<file path="src/rtl/spi_flash_apb_master_if.sv">
// Request/response channel plus APB bus between the requester, the master and the flash slave port.
// The "master" modport is the APB master's view; "slave" is the requester and flash side.
interface spi_flash_apb_master_if;
  logic        req_valid;
  logic        req_ready;
  logic        req_write;
  logic [31:0] req_addr;
  logic [31:0] req_wdata;
  logic        rsp_valid;
  logic        rsp_ready;
  logic [31:0] rsp_rdata;
  logic        rsp_err;
  logic        rsp_timeout;
  logic        busy;
  logic [31:0] paddr;
  logic        psel;
  logic        penable;
  logic        pwrite;
  logic [31:0] pwdata;
  logic [31:0] prdata;
  logic        prslverr;
  logic        pready;

  modport master (
    input  req_valid, req_write, req_addr, req_wdata, rsp_ready,
    input  prdata, prslverr, pready,
    output req_ready, rsp_valid, rsp_rdata, rsp_err, rsp_timeout, busy,
    output paddr, psel, penable, pwrite, pwdata
  );

  modport slave (
    output req_valid, req_write, req_addr, req_wdata, rsp_ready,
    output prdata, prslverr, pready,
    input  req_ready, rsp_valid, rsp_rdata, rsp_err, rsp_timeout, busy,
    input  paddr, psel, penable, pwrite, pwdata
  );
endinterface

</file>
<file path="src/rtl/spi_flash_apb_master.sv">
// Single-outstanding APB master for the SPI-flash slave port, with a pready timeout
// so that a stalled flash always produces an error response instead of a hang.
module spi_flash_apb_master #(
  parameter int TIMEOUT_CYCLES = 1023,
  parameter int CNT_W          = 10
) (
  input  logic                         clk,
  input  logic                         rst,
  spi_flash_apb_master_if.master       bus
);

  typedef enum logic [1:0] {IDLE, SETUP, ACCESS, RESP} state_t;

  state_t             state_reg;
  logic [CNT_W-1:0]   cnt_reg;

  // Every output is a flop; the FSM writes them directly so nothing combinational reaches the pins.
  always_ff @(posedge clk) begin
    if (rst) begin
      state_reg       <= IDLE;
      cnt_reg         <= '0;
      bus.req_ready   <= 1'b1;
      bus.rsp_valid   <= 1'b0;
      bus.rsp_rdata   <= '0;
      bus.rsp_err     <= 1'b0;
      bus.rsp_timeout <= 1'b0;
      bus.busy        <= 1'b0;
      bus.paddr       <= '0;
      bus.psel        <= 1'b0;
      bus.penable     <= 1'b0;
      bus.pwrite      <= 1'b0;
      bus.pwdata      <= '0;
    end else begin
      case (state_reg)
        IDLE: begin
          if (bus.req_valid) begin
            bus.paddr     <= {bus.req_addr[31:2], 2'b00};
            bus.pwrite    <= bus.req_write;
            bus.pwdata    <= bus.req_wdata;
            bus.req_ready <= 1'b0;
            bus.psel      <= 1'b1;
            bus.penable   <= 1'b0;
            bus.busy      <= 1'b1;
            state_reg     <= SETUP;
          end
        end
        SETUP: begin
          bus.penable <= 1'b1;
          cnt_reg     <= '0;
          state_reg   <= ACCESS;
        end
        ACCESS: begin
          // pready is checked first so a late pready on the expiry cycle still completes normally.
          if (bus.pready) begin
            bus.rsp_rdata   <= bus.pwrite ? 32'h0 : bus.prdata;
            bus.rsp_err     <= bus.prslverr;
            bus.rsp_timeout <= 1'b0;
            bus.psel        <= 1'b0;
            bus.penable     <= 1'b0;
            bus.rsp_valid   <= 1'b1;
            state_reg       <= RESP;
          end else if (cnt_reg == CNT_W'(TIMEOUT_CYCLES - 1)) begin
            bus.rsp_rdata   <= '0;
            bus.rsp_err     <= 1'b1;
            bus.rsp_timeout <= 1'b1;
            bus.psel        <= 1'b0;
            bus.penable     <= 1'b0;
            bus.rsp_valid   <= 1'b1;
            state_reg       <= RESP;
          end else begin
            cnt_reg <= cnt_reg + 1'b1;
          end
        end
        RESP: begin
          if (bus.rsp_ready) begin
            bus.rsp_valid <= 1'b0;
            bus.req_ready <= 1'b1;
            bus.busy      <= 1'b0;
            state_reg     <= IDLE;
          end
        end
        default: state_reg <= IDLE;
      endcase
    end
  end

endmodule
</file>
<file path="src/flat_wrapper.sv">
// flat-port wrapper written by rule: the top's interface ports become plain ports
module spi_flash_apb_master_flat 
#(
  parameter int TIMEOUT_CYCLES = 1023,
  parameter int CNT_W          = 10
)
  (clk, rst, bus_req_valid, bus_req_write, bus_req_addr, bus_req_wdata, bus_rsp_ready, bus_prdata, bus_prslverr, bus_pready, bus_req_ready, bus_rsp_valid, bus_rsp_rdata, bus_rsp_err, bus_rsp_timeout, bus_busy, bus_paddr, bus_psel, bus_penable, bus_pwrite, bus_pwdata);
  spi_flash_apb_master_if bus_i ();
  input  logic clk;
  input  logic rst;
  input wire logic [$bits(bus_i.req_valid)-1:0] bus_req_valid;
  input wire logic [$bits(bus_i.req_write)-1:0] bus_req_write;
  input wire logic [$bits(bus_i.req_addr)-1:0] bus_req_addr;
  input wire logic [$bits(bus_i.req_wdata)-1:0] bus_req_wdata;
  input wire logic [$bits(bus_i.rsp_ready)-1:0] bus_rsp_ready;
  input wire logic [$bits(bus_i.prdata)-1:0] bus_prdata;
  input wire logic [$bits(bus_i.prslverr)-1:0] bus_prslverr;
  input wire logic [$bits(bus_i.pready)-1:0] bus_pready;
  output wire logic [$bits(bus_i.req_ready)-1:0] bus_req_ready;
  output wire logic [$bits(bus_i.rsp_valid)-1:0] bus_rsp_valid;
  output wire logic [$bits(bus_i.rsp_rdata)-1:0] bus_rsp_rdata;
  output wire logic [$bits(bus_i.rsp_err)-1:0] bus_rsp_err;
  output wire logic [$bits(bus_i.rsp_timeout)-1:0] bus_rsp_timeout;
  output wire logic [$bits(bus_i.busy)-1:0] bus_busy;
  output wire logic [$bits(bus_i.paddr)-1:0] bus_paddr;
  output wire logic [$bits(bus_i.psel)-1:0] bus_psel;
  output wire logic [$bits(bus_i.penable)-1:0] bus_penable;
  output wire logic [$bits(bus_i.pwrite)-1:0] bus_pwrite;
  output wire logic [$bits(bus_i.pwdata)-1:0] bus_pwdata;
  assign bus_i.req_valid = bus_req_valid;
  assign bus_i.req_write = bus_req_write;
  assign bus_i.req_addr = bus_req_addr;
  assign bus_i.req_wdata = bus_req_wdata;
  assign bus_i.rsp_ready = bus_rsp_ready;
  assign bus_i.prdata = bus_prdata;
  assign bus_i.prslverr = bus_prslverr;
  assign bus_i.pready = bus_pready;
  assign bus_req_ready = bus_i.req_ready;
  assign bus_rsp_valid = bus_i.rsp_valid;
  assign bus_rsp_rdata = bus_i.rsp_rdata;
  assign bus_rsp_err = bus_i.rsp_err;
  assign bus_rsp_timeout = bus_i.rsp_timeout;
  assign bus_busy = bus_i.busy;
  assign bus_paddr = bus_i.paddr;
  assign bus_psel = bus_i.psel;
  assign bus_penable = bus_i.penable;
  assign bus_pwrite = bus_i.pwrite;
  assign bus_pwdata = bus_i.pwdata;
  spi_flash_apb_master #(.TIMEOUT_CYCLES(TIMEOUT_CYCLES), .CNT_W(CNT_W)) u_core (.clk(clk), .rst(rst), .bus(bus_i));
endmodule
</file>
<file path="config.mk">
export PLATFORM = sky130hd
export DESIGN_NAME = spi_flash_apb_master_flat
export DESIGN_NICKNAME = d
export VERILOG_FILES = /design/src/rtl/spi_flash_apb_master_if.sv /design/src/rtl/spi_flash_apb_master.sv /design/src/flat_wrapper.sv
export SDC_FILE = /design/constraint.sdc
export NUM_CORES = 1
export LEC_CHECK = 0
export ABC_AREA = 1
export CAP_MARGIN = 20
export CORE_UTILIZATION = 44
export DETAILED_ROUTE_END_ITERATION = 6
export GPL_ROUTABILITY_DRIVEN = 0
export PLACE_DENSITY = 0.85
export SETUP_SLACK_MARGIN = 0.1
export SKIP_CTS_REPAIR_TIMING = 1
export SLEW_MARGIN = 10
export SYNTH_ARGS = -nofsm -noshare
export SYNTH_HDL_FRONTEND = slang
export SYNTH_SLANG_ARGS = --single-unit
</file>
<file path="constraint.sdc">
create_clock -name clk -period 2.8 [get_ports clk]
set_clock_uncertainty 0.15 [all_clocks]
set_input_delay 0.42 -clock clk [delete_from_list [all_inputs] [get_ports clk]]
set_output_delay 0.42 -clock clk [all_outputs]
set_load 0.01 [all_outputs]
</file>
==> run summary, run 1 <==
Mapped Area: 4460 µm²
Crit path cell chain: inv_1 > ha_1 > nand2_2 > nor2_2 > buf_4 > nand2_1 > a21oi_1
Root Driver: clkbuf_8
#FFs+latches synth: 114
Reg2reg setup slack: 0.65 ns
Kind of critical path: reg2reg
CTS Sinks: 114
Core Area: 9820 µm²
Max-Cap Viols: 0
Mapped Cells: 586
Grt total ovfl: 0
Hold Crit Class: reg2reg
Residual DRC: 0
Setup TNS: 0 ns
Number of global-route vias before repair: 4475
Clock Pin Slew Worst Setup and Hold Paths: 0.05 ns
Vias: 4575
Final instance area: 7100 µm²
WP data arrival: 2.45 ns
Nets: 889
Final setup fails: 0
Worst-Skew Late Latency: 0.52 ns
H-Tree Level Count: 4
Filler Cell Count: 762
CTS max path bufs: 2
First DRT Iteration DRCs: 162
Io pins: 207
Max incr delay on CP: 0.42 ns
Hold Path Stages: 2
R2r worst-path depth: 7
R2r startpoint: u_core.state_reg[0]
Synth area leaders: dfxtp_1 (51%), nor2_1 (12%), o21ai_0 (7.6%), nand2_1 (6.9%), nand3_1 (5.5%)
Commonest non-fill, non-tap cell in the layout: clkdlybuf4s50_1
PD cells: 724 nW/µm²
Final WL: 13.1 mm
Largest regs: u_core.bus.pwdata: 32 flops, u_core.bus.rsp_rdata: 32 flops, u_core.bus.paddr: 30 flops
Cell Area, Placed: 6540 µm²
Maximum clock rate: 466 MHz
R2R Path End: u_core.bus.rsp_rdata[22]
LEAKAGE: 2.75 nW
RSZ-0062 raised after global routing: no
DPL Wire Length: 9.27 mm
Slew Limit Fails: 0
Largest net degree at the start of global routing: 53
Status: finished, final reports clean
Final count of hold timing violations: 0
DR pass1 iterations: 4
Post-synthesis sequential area ratio: 51.1%
Initial Util: 45.4%
Syn Area/Cell: 7.61 µm²
Number of synthesized flops with an enable pin: 0
CTS Buf Count: 17
Layout area overhead: 59.1%
Antenna Nets Post-Route: 0
YS warnings: 0
Setup crit end kind: register
Die width: 103 µm
Min-delay src: u_core.bus.rsp_timeout
Period utilization: 76.6%
IO buf count: 202
First-pass GRT wire length: 20.4 mm
CP max-delay cell: ha_1
Ant. Diodes: 0
Worst hold endpoint: u_core.bus.rsp_timeout
Yosys top cell area share: 51.1%
Drt via density: 4.96
Top cell type by total area after synthesis: dfxtp_1
Die height: 103 µm
Asr flop ratio synth: 0%
Required @ worst endpoint: 3.10 ns
Antenna violations before repair: 0
Die area: 10500 µm²
TritonCTS clock tree: done
Peak supply drop: 0.416 mV
CP max FO: 21
Ys flop type: dfxtp_1
Most frequent cells in the layout: clkdlybuf4s50_1 (202), nor2_1 (141), dfxtp_1 (114)
Fraction of layout cells with a size suffix above 1: 6.71%
Rows: 36
Distinct cells, synth: 26
Total GRT Usage: 25.3%
WL/cell: 14.2 µm
Crit start category: register
Min Clock Period, post-route: 2.15 ns
-- cell families after synthesis --
logic type | after synthesis | share of synthesized area, %
buffers and inverters | 59 | 6.28
AOI/OAI and AO/OA | 119 | 13.5
DFF | 114 | 51.1
other | 1 | 0.0840
and+or+nand+nor | 286 | 27.0
adders and majority gates | 7 | 1.96
-- worst max path at each step --
| stage | from | end | slack [ns] | cells past startpoint |
|---|---|---|---|---|
| floorplan | u_core.state_reg[0] | u_core.cnt_reg[5] | 1.10 | 10 |
| global placement | bus_req_valid | u_core.bus.pwdata[22] | 0.60 | 6 |
| detailed placement | bus_req_valid | u_core.bus.pwdata[5] | 0.59 | 6 |
| CTS | u_core.state_reg[0] | u_core.bus.rsp_rdata[22] | 0.63 | 7 |
| global route | u_core.state_reg[0] | u_core.bus.rsp_rdata[22] | 0.44 | 7 |
| finish | u_core.state_reg[0] | u_core.bus.rsp_rdata[22] | 0.65 | 7 |
-- synth_stat cells (3+ instances only) --
library cell	n
nor2_1	141
nand2_2	3
buf_2	9
o21ai_0	68
nor2_4	3
ha_1	7
buf_4	4
nand3_1	49
buf_1	4
nand2_1	82
nand2_4	3
inv_1	19
dfxtp_1	114
buf_6	3
clkbuf_1	19
a21oi_1	48
-- report_power, final --
part           switching (mW)  leakage [nW]  internal [mW]
clock network           0.708         0.280           1.30
logic                   0.598          1.54          0.604
registers               0.111         0.936           1.82
-- critical path, delay by kind of cell, from the launching register on --
kind / cells / cell delay (ns)
simple gates: 3 / 0.62
fa+ha+maj: 1 / 0.42
buf+inv: 2 / 0.37
flops: 1 / 0.36
compound gates: 1 / 0.16
-- layer usage --
layer / vias to the layer above / wire length, µm / global-route usage, %
li1: 2277 / - / -
met1: 2087 / 4880 / 26.1
met2: 176 / 6880 / 44.7
met3: 35 / 853 / 8.61
met4: 0 / 472 / 14.6
met5: - / 0 / 0
-- per-stage QoR --
step	power, mW	instances	util (%)	setup slack (ns)	hold WS [ns]
floorplan	2.55	587	-	1.10	0.300
global placement	3.11	893	66.6	0.602	0.283
detailed placement	3.16	893	66.6	0.588	0.288
CTS	5.17	923	72.3	0.635	0.298
global route	5.40	923	72.3	0.439	0.303
finish	5.14	923	72.3	0.654	0.296
-- layout make-up --
type / count / area, µm² / area share [%]
repair buffers: 213 / 2120 / 29.8
well taps: 133 / 166 / 2.34
clock buffers: 25 / 504 / 7.11
clock inverters: 5 / 50.0 / 0.705
flip-flops and latches: 114 / 2280 / 32.2
multi-input cells: 414 / 1910 / 26.9
inverters: 19 / 71.3 / 1.00
No activity file was read; power rests on OpenSTA's default activity.
==> run 2, diff against run 1 <==
--- a/config.mk
+++ b/config.mk
@@ -7,10 +7,10 @@
 export LEC_CHECK = 0
 export ABC_AREA = 1
 export CAP_MARGIN = 20
-export CORE_UTILIZATION = 44
+export CORE_UTILIZATION = 41
 export DETAILED_ROUTE_END_ITERATION = 6
 export GPL_ROUTABILITY_DRIVEN = 0
-export PLACE_DENSITY = 0.85
+export PLACE_DENSITY = 0.8
 export SETUP_SLACK_MARGIN = 0.1
 export SKIP_CTS_REPAIR_TIMING = 1
 export SLEW_MARGIN = 10
==> constraint.sdc (replaced) <==
create_clock -name clk -period 2.1 [get_ports clk]
set_clock_uncertainty 0.15 [all_clocks]
set_input_delay 0.315 -clock clk [delete_from_list [all_inputs] [get_ports clk]]
set_output_delay 0.315 -clock clk [all_outputs]
set_load 0.01 [all_outputs]
==> run summary, run 2 (same netlist as run 1, synthesis figures left out) <==
Slew Limit Fails: 0 (unchanged)
Grt met2 use: 42.2% (-2.6 points)
Grt total ovfl: 0 (unchanged)
DPL Wire Length: 9.19 mm (-0.90%)
First-pass GRT wire length: 21.2 mm (+3.8%)
Fraction of layout cells with a size suffix above 1: 7.42% (+0.71 points)
Sw power: 1.92 mW (+35%)
Io pins: 207 (unchanged)
Layout area overhead: 60.8%
Part of the power in the clock network: 39.4% (+0.3 points)
PD cells: 966 nW/µm² (+33%)
H-Tree Level Count: 4 (unchanged)
Final WL: 13.3 mm (+1.5%)
Required @ worst endpoint: 1.63 ns (-1.47 ns)
DR pass1 iterations: 5 (+1)
Die height: 106 µm (+3.5%)
CP max FO: 3 (-86%)
Sequential share of power: 37.2% (-0.4 points)
LEAKAGE: 2.78 nW (+1.1%)
Setup crit end kind: primary output
Hold Path Stages: 3 (+1)
Most frequent cells in the layout: clkdlybuf4s50_1 (202), nor2_1 (141), dfxtp_1 (114)
Number of global-route vias before repair: 4629 (+3.4%)
CTS max path bufs: 2 (unchanged)
Vias: 4634 (+1.3%)
Nets: 892 (+0.34%)
Maximum clock rate: 516 MHz
CP max-delay cell: clkdlybuf4s50_1
Crit path max-delay family: buffers and inverters
Number of placed cells counting well taps: 899 (+0.67%)
IO buf count: 202 (unchanged)
WL/cell: 14.3 µm (+0.66%)
Die area: 11300 µm² (+7.2%)
CTS Buf Count: 17 (unchanged)
R2r worst-path depth: 9 (+2)
Final setup fails: 0 (unchanged)
Final count of hold timing violations: 0 (unchanged)
Critical path buffers and inverters: 1 (-1)
Switching share of power: 27.7% (+0.12 points)
Ant. Diodes: 0 (unchanged)
Rows: 37 (+2.8%)
Setup TNS: 0 ns (unchanged)
Hold Crit Class: in2reg
Initial Util: 42.8% (-2.6 points)
Combinational power share: 23.4% (about the same)
Antenna Nets Post-Route: 0 (unchanged)
TritonCTS clock tree: done
Antenna violations before repair: 0 (unchanged)
Residual DRC: 0 (unchanged)
Met1 usage: 24.0% (-2.2 points)
Root Driver: clkbuf_8
Clock Pin Slew Worst Setup and Hold Paths: 0.06 ns (about the same)
Total GRT Usage: 23.6% (-1.7 points)
Largest net degree at the start of global routing: 66 (+25%)
Drt via density: 4.98 (+0.42%)
Status: finished, final reports clean
Peak supply drop: 0.582 mV (+40%)
Layout Cells excl Fill: 931 (+0.87%)
Worst-Skew Late Latency: 0.51 ns (about the same)
P_int: 5.01 mW (+35%)
Die width: 106 µm (+3.5%)
Max incr delay on CP: 0.59 ns (+0.17 ns)
Kind of critical path: reg2out
Crit start category: register
Met3 usage: 7.17% (-1.4 points)
Filler Cell Count: 781 (+2.5%)
Worst path depth: 1 (-6)
First DRT Iteration DRCs: 208 (+28%)
Commonest non-fill, non-tap cell in the layout: clkdlybuf4s50_1
Crit path cell chain: clkdlybuf4s50_1
Core Area: 10400 µm² (+6.1%)
WP data arrival: 1.47 ns (-0.98 ns)
Max-Cap Viols: 0 (unchanged)
Register area: 2280 µm² (unchanged)
Period utilization: 92.3%
CTS Sinks: 114 (unchanged)
Min Clock Period, post-route: 1.94 ns
RSZ-0062 raised after global routing: no
Largest regs: u_core.bus.pwdata: 32 flops, u_core.bus.rsp_rdata: 32 flops, u_core.bus.paddr: 30 flops
GR peak layer: met2
Multi-input gate area: 1910 µm² (unchanged)
run 2: cell count changes in the layout (fill, tap and decap cells not counted), sizes merged:
| cell | delta |
|---|---|
| clkbuf | -4 |
| buf | +3 |
| clkinv | +3 |
| clkinvlp | +2 |
| bufinv | +1 |
run 2: metal layers:
metal	vias to the layer above	routed length [µm]
met5	-	0
met4	0	538
met3	48	751
met2	175	6940
met1	2123	5060
li1	2288	-
run 2: layout make-up:
class / instances / share of cell area, %
repair buffers: 216 / 30.3
flip-flops and latches: 114 / 31.8
inverters: 19 / 0.994
clock inverters: 11 / 1.53
multi-input cells: 414 / 26.6
clock buffers: 21 / 6.40
well taps: 136 / 2.37
run 2: worst paths after layout:
path                                             start                  endpoint  slack [ns]
worst min-delay path                    bus_prdata[21]  u_core.bus.rsp_rdata[21]        0.21
worst min register to register  u_core.bus.rsp_timeout    u_core.bus.rsp_timeout        0.30
worst max-delay path                 u_core.bus.pwrite                bus_pwrite        0.16
worst max register to register     u_core.state_reg[0]         u_core.cnt_reg[8]        0.30
run 2: through the flow:
stage	worst slack, ns	hold slack [ns]	util (%)	total power, mW	instance area [µm²]
global placement	0.364	0.282	63.4	4.17	6610
finish	0.161	0.213	68.9	6.93	7180
global route	0.101	0.203	68.9	7.25	7180
CTS	0.121	0.185	68.9	6.98	7180
detailed placement	0.308	0.291	63.4	4.23	6610
floorplan	0.395	0.300	-	3.39	4470
run 2: power groups by stage:
stage                     clock [mW]  combinational [mW]  sequential [mW]
after floorplan                    0               0.684             2.71
after global placement             0                1.57             2.60
after detailed placement           0                1.62             2.62
after CTS                       2.77                1.63             2.58
after global routing            2.87                1.77             2.61
final                           2.73                1.62             2.58
